===== src/rtl/encoder_conditioner.sv =====
// Quadrature encoder front end: synchronise and glitch-filter A/B, decode steps,
// keep a signed position, and gate out reverse motion before it reaches the divider.
module encoder_conditioner #(
    parameter int FILT_LEN = 8,
    parameter int BACK_W   = 16
) (
    input  logic              clk_8m,
    input  logic              rst,
    input  logic              enc_a_in,
    input  logic              enc_b_in,
    input  logic              dir_invert,
    input  logic              reverse_gate_en,
    input  logic              clr_cnt,
    output logic              encoder,
    output logic              encoderb,
    output logic              dir,
    output logic [31:0]       pos_cnt,
    output logic [BACK_W-1:0] back_cnt,
    output logic              quad_err
);

    localparam logic [7:0]        FILT_MAX = 8'(FILT_LEN - 1);
    localparam logic [BACK_W-1:0] BACK_MAX = {BACK_W{1'b1}};

    // Bit 1 carries phase A, bit 0 phase B, so filt reads as {A, B}.
    logic [1:0] raw_in;
    logic [1:0] filt;

    assign raw_in = {enc_a_in, enc_b_in};

    genvar gi;
    generate
        for (gi = 0; gi < 2; gi++) begin : g_chan
            logic       s1_q;
            logic       s2_q;
            logic       filt_q;
            logic       filt_d;
            logic [7:0] cnt_q;
            logic [7:0] cnt_d;

            // The filtered value flips only after FILT_LEN consecutive disagreeing samples.
            always_comb begin
                filt_d = filt_q;
                cnt_d  = 8'd0;
                if (s2_q != filt_q) begin
                    if (cnt_q == FILT_MAX) begin
                        filt_d = s2_q;
                    end else begin
                        cnt_d = cnt_q + 8'd1;
                    end
                end
            end

            always_ff @(posedge clk_8m) begin
                if (rst) begin
                    s1_q   <= 1'b0;
                    s2_q   <= 1'b0;
                    filt_q <= 1'b0;
                    cnt_q  <= 8'd0;
                end else begin
                    s1_q   <= raw_in[gi];
                    s2_q   <= s1_q;
                    filt_q <= filt_d;
                    cnt_q  <= cnt_d;
                end
            end

            assign filt[gi] = filt_q;
        end
    endgenerate

    logic [1:0]        prev_ab_q;
    logic              gate_q;
    logic              enc_q, enc_d;
    logic              encb_q;
    logic              dir_q, dir_d;
    logic [31:0]       pos_q, pos_d;
    logic [BACK_W-1:0] back_q, back_d;
    logic              err_q, err_d;

    logic [3:0] trans;
    logic       fwd_seq;
    logic       rev_seq;
    logic       dbl;
    logic       step_fwd;
    logic       step_rev;
    logic       gate_fall;

    always_comb begin
        trans     = {prev_ab_q, filt};
        fwd_seq   = trans inside {4'b0010, 4'b1011, 4'b1101, 4'b0100};
        rev_seq   = trans inside {4'b1000, 4'b1110, 4'b0111, 4'b0001};
        dbl       = ((prev_ab_q ^ filt) == 2'b11);
        step_fwd  = dir_invert ? rev_seq : fwd_seq;
        step_rev  = dir_invert ? fwd_seq : rev_seq;
        gate_fall = gate_q & ~reverse_gate_en;

        pos_d  = pos_q;
        back_d = back_q;
        err_d  = err_q;
        dir_d  = dir_q;
        enc_d  = reverse_gate_en ? enc_q : filt[1];

        if (clr_cnt) begin
            pos_d  = 32'd0;
            back_d = '0;
            err_d  = 1'b0;
            enc_d  = filt[1];
        end else begin
            if (dbl) begin
                err_d = 1'b1;
            end
            if (step_fwd) begin
                pos_d = pos_q + 32'd1;
                dir_d = 1'b1;
                // Forward steps first pay back outstanding reverse motion.
                if (reverse_gate_en) begin
                    if (back_q != '0) begin
                        back_d = back_q - 1'b1;
                    end else begin
                        enc_d = filt[1];
                    end
                end
            end else if (step_rev) begin
                pos_d = pos_q - 32'd1;
                dir_d = 1'b0;
                if (reverse_gate_en && back_q != BACK_MAX) begin
                    back_d = back_q + 1'b1;
                end
            end
        end

        if (gate_fall) begin
            back_d = '0;
        end
    end

    always_ff @(posedge clk_8m) begin
        if (rst) begin
            prev_ab_q <= 2'b00;
            gate_q    <= 1'b0;
            enc_q     <= 1'b0;
            encb_q    <= 1'b0;
            dir_q     <= 1'b0;
            pos_q     <= 32'd0;
            back_q    <= '0;
            err_q     <= 1'b0;
        end else begin
            prev_ab_q <= filt;
            gate_q    <= reverse_gate_en;
            enc_q     <= enc_d;
            encb_q    <= filt[0];
            dir_q     <= dir_d;
            pos_q     <= pos_d;
            back_q    <= back_d;
            err_q     <= err_d;
        end
    end

    assign encoder  = enc_q;
    assign encoderb = encb_q;
    assign dir      = dir_q;
    assign pos_cnt  = pos_q;
    assign back_cnt = back_q;
    assign quad_err = err_q;

endmodule


===== config.mk =====
export PLATFORM = sky130hd
export DESIGN_NAME = encoder_conditioner
export DESIGN_NICKNAME = d
export VERILOG_FILES = /design/src/rtl/encoder_conditioner.sv
export SDC_FILE = /design/constraint.sdc
export NUM_CORES = 1
export LEC_CHECK = 0
export ABC_CLOCK_PERIOD_IN_PS = 9500
export CAP_MARGIN = 25
export CORE_ASPECT_RATIO = 0.8
export CORE_MARGIN = 4
export CORE_UTILIZATION = 55
export DETAILED_ROUTE_END_ITERATION = 6
export MAX_ROUTING_LAYER = met4
export PLACE_DENSITY = 0.78
export SKIP_LAST_GASP = 1
export SLEW_MARGIN = 20
export SYNTH_ARGS = -nofsm -noshare
export SYNTH_HDL_FRONTEND = slang
export SYNTH_SLANG_ARGS = --single-unit

===== constraint.sdc =====
create_clock -name clk_8m -period 9.5 [get_ports clk_8m]
set_input_delay 1.9 -clock clk_8m [delete_from_list [all_inputs] [get_ports clk_8m]]
set_output_delay 1.9 -clock clk_8m [all_outputs]
set_load 0.05 [all_outputs]

Word-level counts from Yosys, hierarchy flattened
Cells that the tools add are included.
W data, S select, Z words.
{"block": "classes", "bitwise": 6, "eq_ne": 16, "addsub": 6, "mux": 16, "n_reduce_logical": 14}
{"cell": "$mux W16", "count": 5}
{"cell": "$mux W32", "count": 2}
{"cell": "$add A32 B1 Y32 const B", "count": 1}
{"cell": "$sub A32 B1 Y32 const B", "count": 1}
{"cell": "$add A16 B1 Y16 const B", "count": 1}
{"cell": "$add A8 B1 Y8 const B", "count": 2}
{"cell": "$eq A4 B4 Y1 const B", "count": 4}
{"cell": "$eq A8 B3 Y1 const B", "count": 2}
{"cell": "$ne A16 B16 Y1 const B", "count": 1}
{"cell": "$reduce_bool A16 Y1", "count": 1}
{"cell": "$sub A16 B1 Y16 const B", "count": 1}
{"cell": "$mux W1", "count": 9}
{"cell": "$reduce_or A3 Y1", "count": 3}
{"cell": "$eq A4 B3 Y1 const B", "count": 2}
{"cell": "$reduce_bool A4 Y1", "count": 2}
{"cell": "$reduce_and A2 Y1", "count": 3}
{"cell": "$eq A4 B1 Y1 const B", "count": 1}
{"cell": "$eq A4 B2 Y1 const B", "count": 1}
{"cell": "$not A1 Y1", "count": 4}
{"cell": "$reduce_and A4 Y1", "count": 1}
{"cell": "$reduce_bool A2 Y1", "count": 2}
{"cell": "$eq A2 B2 Y1 const B", "count": 1}
{"cell": "$ne A1 B1 Y1", "count": 2}
{"cell": "$ne A2 B1 Y1 const B", "count": 1}
{"cell": "5 further kinds", "count": 5}
{"block": "totals", "output_inout_bits": 52, "regBits": 77}

Depth between registers and ports, before layout
Gate-level depths: netlist (run 1).
{"block": "logic_depth", "word_depth": 5, "mapped_depth": 15, "ltp_nobuf": 14}

Worst setup path after synthesis (run 1)
OpenSTA, ideal clock, no wires.
{"block": "synth_timing", "path_kind": "input-to-reg", "from": "in dir_invert", "to": "reg back_q[15], in the netlist back_cnt[15]", "path_buffers": 1, "setup_slack_ns": 3.703, "path_stages": 14, "setup_time_ns": 0.073, "required_time_ns": 9.427, "arrival_ns": 5.724, "path_cell_list": "clkbuf_1 nor2_1 a22oi_2 inv_1 ha_1 o21ai_0 o21bai_1 o211ai_1 a211oi_1 nor2_1 a211o_1 xnor2_1 or3_1 a21oi_1"}
{"block": "synth_between", "elab_chain_len": 3, "word_cells_on_any_way": 8, "classes_between": "2 x eq/ne; 3 x mux; 3 x reduce/logical"}
{"element": "start: declaration", "line": "11", "source": "input logic dir_invert,"}
{"element": "$mux W1 *", "line": "94", "source": "step_fwd = dir_invert ? rev_seq : fwd_seq;"}
{"element": "via step_fwd", "line": "85", "source": "logic step_fwd;"}
{"element": "$ne A2 B1 Y1 (no source line) (tied with other cells)"}
{"element": "$reduce_and A4 Y1 (no source line)"}
{"element": "end signal: assignment", "line": "155", "source": "back_q <= back_d;"}
{"element": "end: declaration", "line": "78", "source": "logic [BACK_W-1:0] back_q, back_d;"}
The timed path passes the listed nets; every way through them passes the cells marked *.
A chain may end at the register's enable or synchronous reset.

Worst setup path after layout (run 1)
Ends and elaborated chain as after synthesis.

==> metrics.md, run 1 <==
| Metric | Value |
|---|---|
| Status | finished, final reports clean |
| Port Buffers | 58 |
| Final clock skew | 0.00638 ns |
| Post-synthesis register bit count | 76 |
| Vias in the first global route | 4505 |
| Power Dens Cells | 109 nW/um^2 |
| Fin. Hold Viols | 0 |
| Worst R2R Path Depth | 15 |
| Filler instances | 768 |
| Reg area | 1520 sq um |
| Worst hold path class | reg -> reg |
| H-tree level count | 3 |
| Drt drc | 0 |
| CTS root buffer | clkbuf_16 |
| Top post-synthesis cells by area | dfxtp_1 30%, ha_1 11%, a21oi_1 6.8% |
| Area share of the largest cell type after synthesis | 0.296 |
| Slew Viols, Final | 0 |
| Maximum clock path buffer count | 2 |
| Post-Syn Instances | 639 |
| Gpl congestion | 0.894 |
| Drt initial violations | 279 |
| Static leakage | 2.48 nW |
| Full die area | 11000 sq um |
| Starting density of the core | 0.567 |
| Crit path max-delay family | compound AO/OA/AOI/OAI gates |
| Num CTS Buffers | 9 |
| Cell area after synthesis | 5140 sq um |
| Reg2Reg Setup Slack | 4.70 ns |
| Max cap viols | 0 |
| Pin count of the biggest net entering global routing | 35 |
| Unrepaired setup endpoints after global routing | no |
| Hold endpoint | g_chan[1].s2_q |
| Worst-margin pin slew | 0.896 ns |
| Postcts setup bufs | 0 |
| Vias per cell | 5.88 |
| Pre-Repair DR Iteration Count | 6 |
| Crit-path cells | clkdlybuf4s50_1 > nor2_1 > a22oi_2 > buf_4 > inv_1 > ha_1 > o21ai_0 > a21oi_1 > o211ai_1 > a211oi_1 > nor2_1 > a211o_1 > xnor2_1 > or3_1 > a21oi_1 |
| Req. time, crit path | 9.76 ns |
| IO Pins | 59 |
| Final HPWL DP | 9.06 mm |
| Crit path time final | 6.11 ns |
| Post-synth ARST share | 0 |
| Grt total ovfl | 0 |
| Crit Path Category | in -> reg |
| Multi-input gate area | 3490 sq um |
| Fin nets | 745 |
| Reg-to-Reg End | back_cnt[15] |
| # diodes | 0 |
| Setup TNS | 0 ns |
| Core Area | 9080 sq um |
| R2r startpoint | g_chan[1].filt_q |
| Layout overhead on the synthesized area | 18.4% |
| Hold Startpoint | g_chan[1].s1_q |
| Yosys cell types | 64 |
| Core Rows | 31 |
| Ys Warns | 0 |
| Crit path max fanout | 21 |
| Worst-path clk slew | 0.06 ns |
| Max Fclk | 164 MHz |
| TritonCTS clock tree | yes |
| Number of synthesized flops with an enable pin | 0 |
| Relative slew margins | 0.400 |
| Average cell area after synthesis | 8.05 sq um |
| ANT nets after route | 0 |
| Hold path cells | 1 |
| Die width | 116 um |
| CTS Hold Bufs | 0 |
| Post-detailed-routing wire length | 12.4 mm |
| Crit-path slowest cell | a22oi_2 |
| Via Count | 4760 |
| CP Data Arrival Time | 6.37 ns |
| Cell accounting for the most synthesized area | dfxtp_1 |
| CP endpoint kind | flop |
| Setup violators final | 0 |
| Resized cells post-CTS | 0 |
| Final period utilization | 0.643 |
| Syn Nets | 694 |
| First-pass GRT wire length | 21.1 mm |
| Share of cells above drive strength 1 | 0.0676 |
| Overall routing resource usage | 0.243 |
| Initial antenna violation count | 0 |
| Crit path launch type | input port |
| Crit-path max cell delay | 0.67 ns |
| Predominant post-synthesis flop cell | dfxtp_1 |
| Fin util | 0.671 |
| Crit. path cell count | 15 |
| Worst-Skew Late Latency | 0.34 ns |
| Peak supply drop | 0.000126 V |
| Mean routed wirelength per cell | 15.4 um |
| CP bufs+invs | 3 |
| Clock sinks | 76 |
| Seq/Total Area, Yosys | 0.296 |
| Die Ht | 94.5 um |
through the flow:
step / std cells / worst slack, ns / area, sq um / hold slack (ns) / power, mW
floorplan: 639 / 3.70 / 5140 / 0.413 / 0.335
global placement: 794 / 3.35 / 5800 / 0.425 / 0.339
detailed placement: 794 / 3.14 / 5810 / 0.436 / 0.340
CTS: 810 / 3.46 / 6090 / 0.453 / 0.671
global route: 810 / 3.07 / 6090 / 0.460 / 0.688
finish: 810 / 3.39 / 6090 / 0.449 / 0.662
cell families (layout without fill, tap and decap cells):
family | after synthesis | count (layout) | share of synthesized area
simple gates | 236 | 236 | 0.225
compound gates | 180 | 180 | 0.218
flops | 76 | 76 | 0.296
xor+xnor | 60 | 60 | 0.102
fa+ha+maj | 48 | 48 | 0.120
buf+inv | 34 | 90 | 0.0292
mux | 5 | 5 | 0.00973
how the worst max path moves through the flow:
stage / from / endpoint / slack (ns)
after floorplan: dir_invert / back_cnt[15] / 3.70
after global placement: dir_invert / back_cnt[15] / 3.35
after detailed placement: dir_invert / back_cnt[15] / 3.14
after CTS: dir_invert / back_cnt[15] / 3.46
after global routing: dir_invert / back_cnt[15] / 3.07
final: dir_invert / back_cnt[15] / 3.39
layer usage:
metal,wire (um),global-route usage
met5,0,-
met4,149,0.0725
met3,547,0.0538
met2,5620,0.369
met1,6120,0.324
cells in the mapped netlist, types with 6 or more instances:
library cell,instances
dfxtp_1,76
nor2_1,74
a21oi_1,70
nand2_1,54
ha_1,46
o21ai_0,32
xor2_1,32
xnor2_1,28
nand3_1,24
nor3_1,15
clkbuf_1,14
inv_1,13
a211oi_1,12
a21o_1,12
nand4_1,11
o211ai_1,9
a31oi_1,8
nor2b_1,8
nor4_1,8
o21ai_1,8
nand2b_1,7
and3_1,6
o21bai_1,6
power by group:
group          switching (mW)  internal [mW]
Clock                   0.149          0.181
Sequential           0.000558          0.320
Combinational         0.00811        0.00425
Total                   0.157          0.505
sequential cells by signal, indices dropped and copies added (netlist names):
register,count
pos_cnt,32
back_cnt,16
dir,1
gate_q,1
encoder,1
g_chan.s1_q,2
quad_err,1
g_chan.s2_q,2
prev_ab_q,2
g_chan.filt_q,2
g_chan.cnt_q,16
layout by cell type (no fill, tap or decap), drive strengths merged, types with 17 or more instances in the layout:
| cell type | n |
|---|---|
| ha | 46 |
| o21ai | 40 |
| clkdlybuf4s50 | 58 |
| inv | 17 |
| xnor2 | 28 |
| a21oi | 71 |
| xor2 | 32 |
| nand3 | 24 |
| dfxtp | 76 |
| nand2 | 57 |
| nor2 | 76 |
area by class of cell:
type	count	share of cell area
repair buffers	61	0.0990
multi-input cells	529	0.573
well taps	115	0.0236
inverters	13	0.00801
clock inverters	7	0.00925
flip-flops and latches	76	0.250
clock buffers	9	0.0370
worst reg2reg max path, stage by stage, from the launching register on:
cell,delay [ns]
dfxtp_1,0.48
xor2_1,0.35
nor2_1,0.12
a22oi_2,0.74
buf_4,0.40
inv_1,0.34
ha_1,0.47
o21ai_0,0.13
a21oi_1,0.25
o211ai_1,0.18
a211oi_1,0.29
nor2_1,0.09
a211o_1,0.28
xnor2_1,0.14
or3_1,0.32
a21oi_1,0.15
No activity file was read; power rests on OpenSTA's default activity.
==> inputs of run 2 (changes only) <==
ABC_CLOCK_PERIOD_IN_PS = 6300   (was 9500)
clock period = 6.3 ns   (was 9.5 ns; I/O delays follow)
==> run 2 against run 1 <==
  * Worst setup slack worse by 1.9 ns
  * Routed wire length increased by 1.7%
  * Utilization grew 0.29 points
  * Die area is the same
  * Design area up 0.43%
  * Via count up 2.1%
  * Critical path depth is the same
  * Sequential share of layout area is 0.11 points lower
  * Hold slack lost 0.0096 ns
  * Combinational power is 48% higher
  * Sequential cell count is the same
==> metrics.md, run 2 (same netlist as run 1, synthesis figures left out) <==
| Metric | Value |
|---|---|
| Worst-margin pin slew | 0.964 ns (+0.0678 ns) |
| Crit path from | dir_invert |
| Share of cells above drive strength 1 | 0.0675 (-0.0000972) |
| Static leakage | 2.49 nW (+0.27%) |
| Crit Path Category | in -> reg |
| Die width | 116 um (unchanged) |
| Die Ht | 94.5 um (unchanged) |
| Starting density of the core | 0.567 (unchanged) |
| Crit-path slowest cell | clkdlybuf4s50_1 |
| Final HPWL DP | 9.10 mm (+0.51%) |
| Core Area | 9080 sq um (unchanged) |
| Crit path max-delay family | compound AO/OA/AOI/OAI gates |
| Postcts setup bufs | 0 (unchanged) |
| Cell mode on critical path | nor2_1 |
| DP Cell Count | 795 (+0.13%) |
| Fin util | 0.674 (+0.00289) |
| Final clock skew | 0.0102 ns (+0.00383 ns) |
| H-tree level count | 3 (unchanged) |
| CTS Hold Bufs | 0 (unchanged) |
| Layout overhead on the synthesized area | 18.9% |
| Crit-path cells | clkdlybuf4s50_1 > nor2_1 > a22oi_2 > buf_4 > inv_1 > ha_1 > o21ai_0 > o21bai_1 > o211ai_1 > a211oi_1 > nor2_1 > a211o_1 > xnor2_1 > or3_1 > a21oi_1 |
| Resized cells post-CTS | 0 (unchanged) |
| Pre-Repair DR Iteration Count | 4 (-2) |
| Vias in the first global route | 4487 (-0.40%) |
| Core Rows | 31 (unchanged) |
| Crit path launch type | input port |
| TritonCTS clock tree | yes |
| Slew Viols, Final | 0 (unchanged) |
| Num CTS Buffers | 9 (unchanged) |
| CTS root buffer | clkbuf_16 |
| Fin nets | 746 (+0.13%) |
| Initial antenna violation count | 0 (unchanged) |
| R2r startpoint | g_chan[1].filt_q |
| CP endpoint kind | flop |
| Worst hold path class | reg -> reg |
| Full die area | 11000 sq um (unchanged) |
| First-pass GRT wire length | 21.2 mm (about the same) |
| Grt total ovfl | 0 (unchanged) |
| Maximum clock path buffer count | 2 (unchanged) |
| Post-detailed-routing wire length | 12.7 mm (+1.7%) |
| Crit path time final | 4.84 ns |
| Peak supply drop | 0.000178 V (+41%) |
| Port Buffers | 58 (unchanged) |
| Req. time, crit path | 6.56 ns (-3.20 ns) |
| Hold Startpoint | g_chan[0].cnt_q[0] |
| Overall routing resource usage | 0.243 (about the same) |
| Mean routed wirelength per cell | 15.6 um (+1.6%) |
| # diodes | 0 (unchanged) |
| Worst-path clk slew | 0.06 ns (about the same) |
| Via Count | 4862 (+2.1%) |
| Fin cells | 811 (+0.12%) |
| Pin count of the biggest net entering global routing | 35 (unchanged) |
| Most common cell after layout, fill and taps aside | dfxtp_1 |
| Setup violators final | 0 (unchanged) |
| Gpl congestion | 0.902 (+0.89%) |
| ANT nets after route | 0 (unchanged) |
| CP Data Arrival Time | 5.10 ns (-1.27 ns) |
| Unrepaired setup endpoints after global routing | no |
| Worst hold margin | 0.439 ns (-0.00956 ns) |
| Max cap viols | 0 (unchanged) |
| Most frequent cells in the layout | 76 x dfxtp_1, 74 x nor2_1, 70 x a21oi_1 |
| Drt initial violations | 266 (-4.7%) |
| Worst-Skew Late Latency | 0.34 ns (about the same) |
| Number of flip-flops in the largest register | 32 (unchanged) |
| Relative slew margins | 0.355 (-0.0454) |
| Clock sinks | 76 (unchanged) |
| Power Dens Cells | 168 nW/um^2 (+55%) |
| Vias per cell | 6.00 (+2.0%) |
| Max Fclk | 207 MHz |
| Setup TNS | 0 ns (unchanged) |
| Status | finished, final reports clean |
| IO Pins | 59 (unchanged) |
| Crit path max fanout | 21 (unchanged) |
| Final period utilization | 0.768 |
| Drt drc | 0 (unchanged) |
| Filler instances | 763 (-0.65%) |
| Fin. Hold Viols | 0 (unchanged) |
| Crit-path max cell delay | 0.64 ns (-0.03 ns) |
| Reg2Reg Setup Slack | 2.11 ns (-2.59 ns) |
| CP bufs+invs | 3 (unchanged) |
==> run 2: cell type report <==
cell class / instances / area (sq um) / share of cell area
clock inverter: 6 / 71.3 / 0.0117
clock buffer: 10 / 229 / 0.0374
tap: 115 / 144 / 0.0235
sequential: 76 / 1520 / 0.249
timing repair buffer: 62 / 611 / 0.0998
multi-input combinational: 529 / 3490 / 0.571
inverter: 13 / 48.8 / 0.00798
==> run 2: path summary, 6_finish.rpt <==
check	end	depth (start not counted)
worst max-delay path	back_cnt[15]	15
worst min-delay path	g_chan[0].cnt_q[0]	1
worst max register to register	back_cnt[15]	15
worst min register to register	g_chan[0].cnt_q[0]	1
==> run 2: metrics by stage <==
step	cell area, sq um	power [mW]	setup WS [ns]
after floorplan	5140	0.505	1.14
final	6120	1.03	1.46
after global placement	5810	0.512	1.36
after CTS	6120	1.04	1.53
after detailed placement	5820	0.513	1.20
after global routing	6120	1.06	1.27
==> run 2: layer usage <==
layer / up-vias / track usage / part of all wire
met5: - / - / 0
met4: 0 / 0.0676 / 0.020
li1: 2409 / - / -
met2: 131 / 0.370 / 0.46
met1: 2296 / 0.333 / 0.48
met3: 26 / 0.0410 / 0.044
==> run 2: worst register-to-register path: cells and delay by family (launching register included) <==
family | cells | cell delay (ns)
compound gates | 7 | 1.47
buf+inv | 2 | 0.67
xor+xnor | 2 | 0.52
simple gates | 3 | 0.51
fa+ha+maj | 1 | 0.48
flops | 1 | 0.46
==> run 2: report_power, final <==
part           switching, mW  total (mW)  leakage [nW]  internal [mW]
clock network          0.216       0.526         0.140          0.310
logic                 0.0120      0.0184          1.74        0.00639
registers           0.000796       0.483         0.613          0.482
==> RTL change (flow settings as in run 2) <==
`BACK_W`: 16 -> 12.
--- a/src/rtl/encoder_conditioner.sv
+++ b/src/rtl/encoder_conditioner.sv
@@ -3,5 +3,5 @@
 module encoder_conditioner #(
     parameter int FILT_LEN = 8,
-    parameter int BACK_W   = 16
+    parameter int BACK_W   = 12
 ) (
     input  logic              clk_8m,
Ports: changed (resized back_cnt); port bits go from 59 to 55. No check against the original RTL was run, so the function may have changed too.
==> RTL change against run 2 <==
  * Power decreased by 20%
  * Final area decreased by 7.3%
  * Sequential cell count is 4 lower
  * First-iteration DRC count fell by 34%
  * Worst hold slack about the same
  * Wire length shrank 9.1%
  * Setup slack gained 0.065 ns
  * Area after synthesis shrank 5.6%
  * Critical endpoint is now back_cnt[11]
  * Highest routed layer unchanged
==> RTL change: results <==
{
  "routed_via_density": 5.88,
  "outcome": "completed",
  "grt_pass1_wl_mm": 19.4,
  "yosysSeqAreaShare_pct": 29.7,
  "clkTransAtPathRegs_ns": 0.08,
  "grt_max_degree": 45,
  "detail_route.wl_per_cell_um": 15.0,
  "drive_above_1_share_pct": 5.49,
  "r2r_cells": 14,
  "synth_xor_xnor_area_share_pct": 8.48,
  "io_buffers": 54,
  "hpwlAfterDp_mm": 8.17,
  "dpl-instance-area_sq_um": 5490,
  "synth_fp_nets": 660,
  "p_leak_nw": 2.41,
  "ir_worst_vdd_mv": 0.135,
  "track_usage_pct": 22.9,
  "synth-compound-area-share_pct": 21.5,
  "grt_pass1_vias": 4222,
  "synthAdderAreaFrac_pct": 11.6,
  "yosysUniqueCellTypes": 62,
  "max-slew-margin-rel_pct": 54.8,
  "initialDrtViolationCount": 175,
  "place_congestion": 0.860,
  "power_density_nw_per_um2": 144,
  "r2r_slack_ns": 2.20,
  "cts-root-buf": "clkbuf_8",
  "finClkSkew_ns": 0.00992,
  "fillers": 731,
  "synth_area_leaders": "dfxtp_1, ha_1, a21oi_1, nor2_1, xnor2_1"
}
RTL change: per-stage QoR:
stage	std cells	hold slack [ns]	total power, mW
2_1_floorplan	609	0.413	0.478
3_3_place_gp	752	0.417	0.485
4_1_cts	768	0.447	0.829
5_1_grt	768	0.465	0.848
6_report	768	0.439	0.819
3_5_place_dp	752	0.428	0.486
RTL change: worst min path at each step:
stage,endpoint,slack [ns],cells after the start
3_3_place_gp,g_chan[1].s2_q,0.42,1
3_5_place_dp,g_chan[1].s2_q,0.43,1
4_1_cts,g_chan[1].cnt_q[0],0.45,1
5_1_grt,g_chan[0].s2_q,0.47,1
2_1_floorplan,g_chan[0].cnt_q[0],0.41,1
6_report,g_chan[1].s2_q,0.44,1
RTL change: layout make-up:
class,count,area share (%)
Sequential cell,72,25.4
Timing Repair Buffer,59,10.2
Inverter,13,0.861
Tap cell,112,2.47
Multi-Input combinational cell,496,57.9
Clock inverter,7,0.949
Clock buffer,9,2.19
RTL change: per-layer routing:
layer | vias up | share of wire [%] | routed length [um] | track usage (%)
met2 | 105 | 46 | 5270 | 37.0
met1 | 2098 | 46 | 5340 | 29.1
met5 | - | 0 | 0 | -
li1 | 2296 | - | - | -
met3 | 17 | 6.4 | 734 | 4.42
met4 | 0 | 1.3 | 151 | 6.91
RTL change: power by group:
group	internal [mW]	switching, mW	total, mW
clock	0.146	0.198	0.344
sequential	0.456	0.000777	0.457
combinational	0.00653	0.0112	0.0177
total	0.609	0.210	0.819
RTL change: critical path: stages:
cell and delay, ns:
clkdlybuf4s50_1 0.46, and3_1 0.18, nor2_2 0.09, buf_4 0.40, inv_1 0.34, ha_1 0.36, a21o_1 0.18, a21o_1 0.21
a2111oi_1 0.53, o31ai_1 0.19, o41ai_2 0.27, xnor2_1 0.11, or3_1 0.32, a21oi_1 0.14
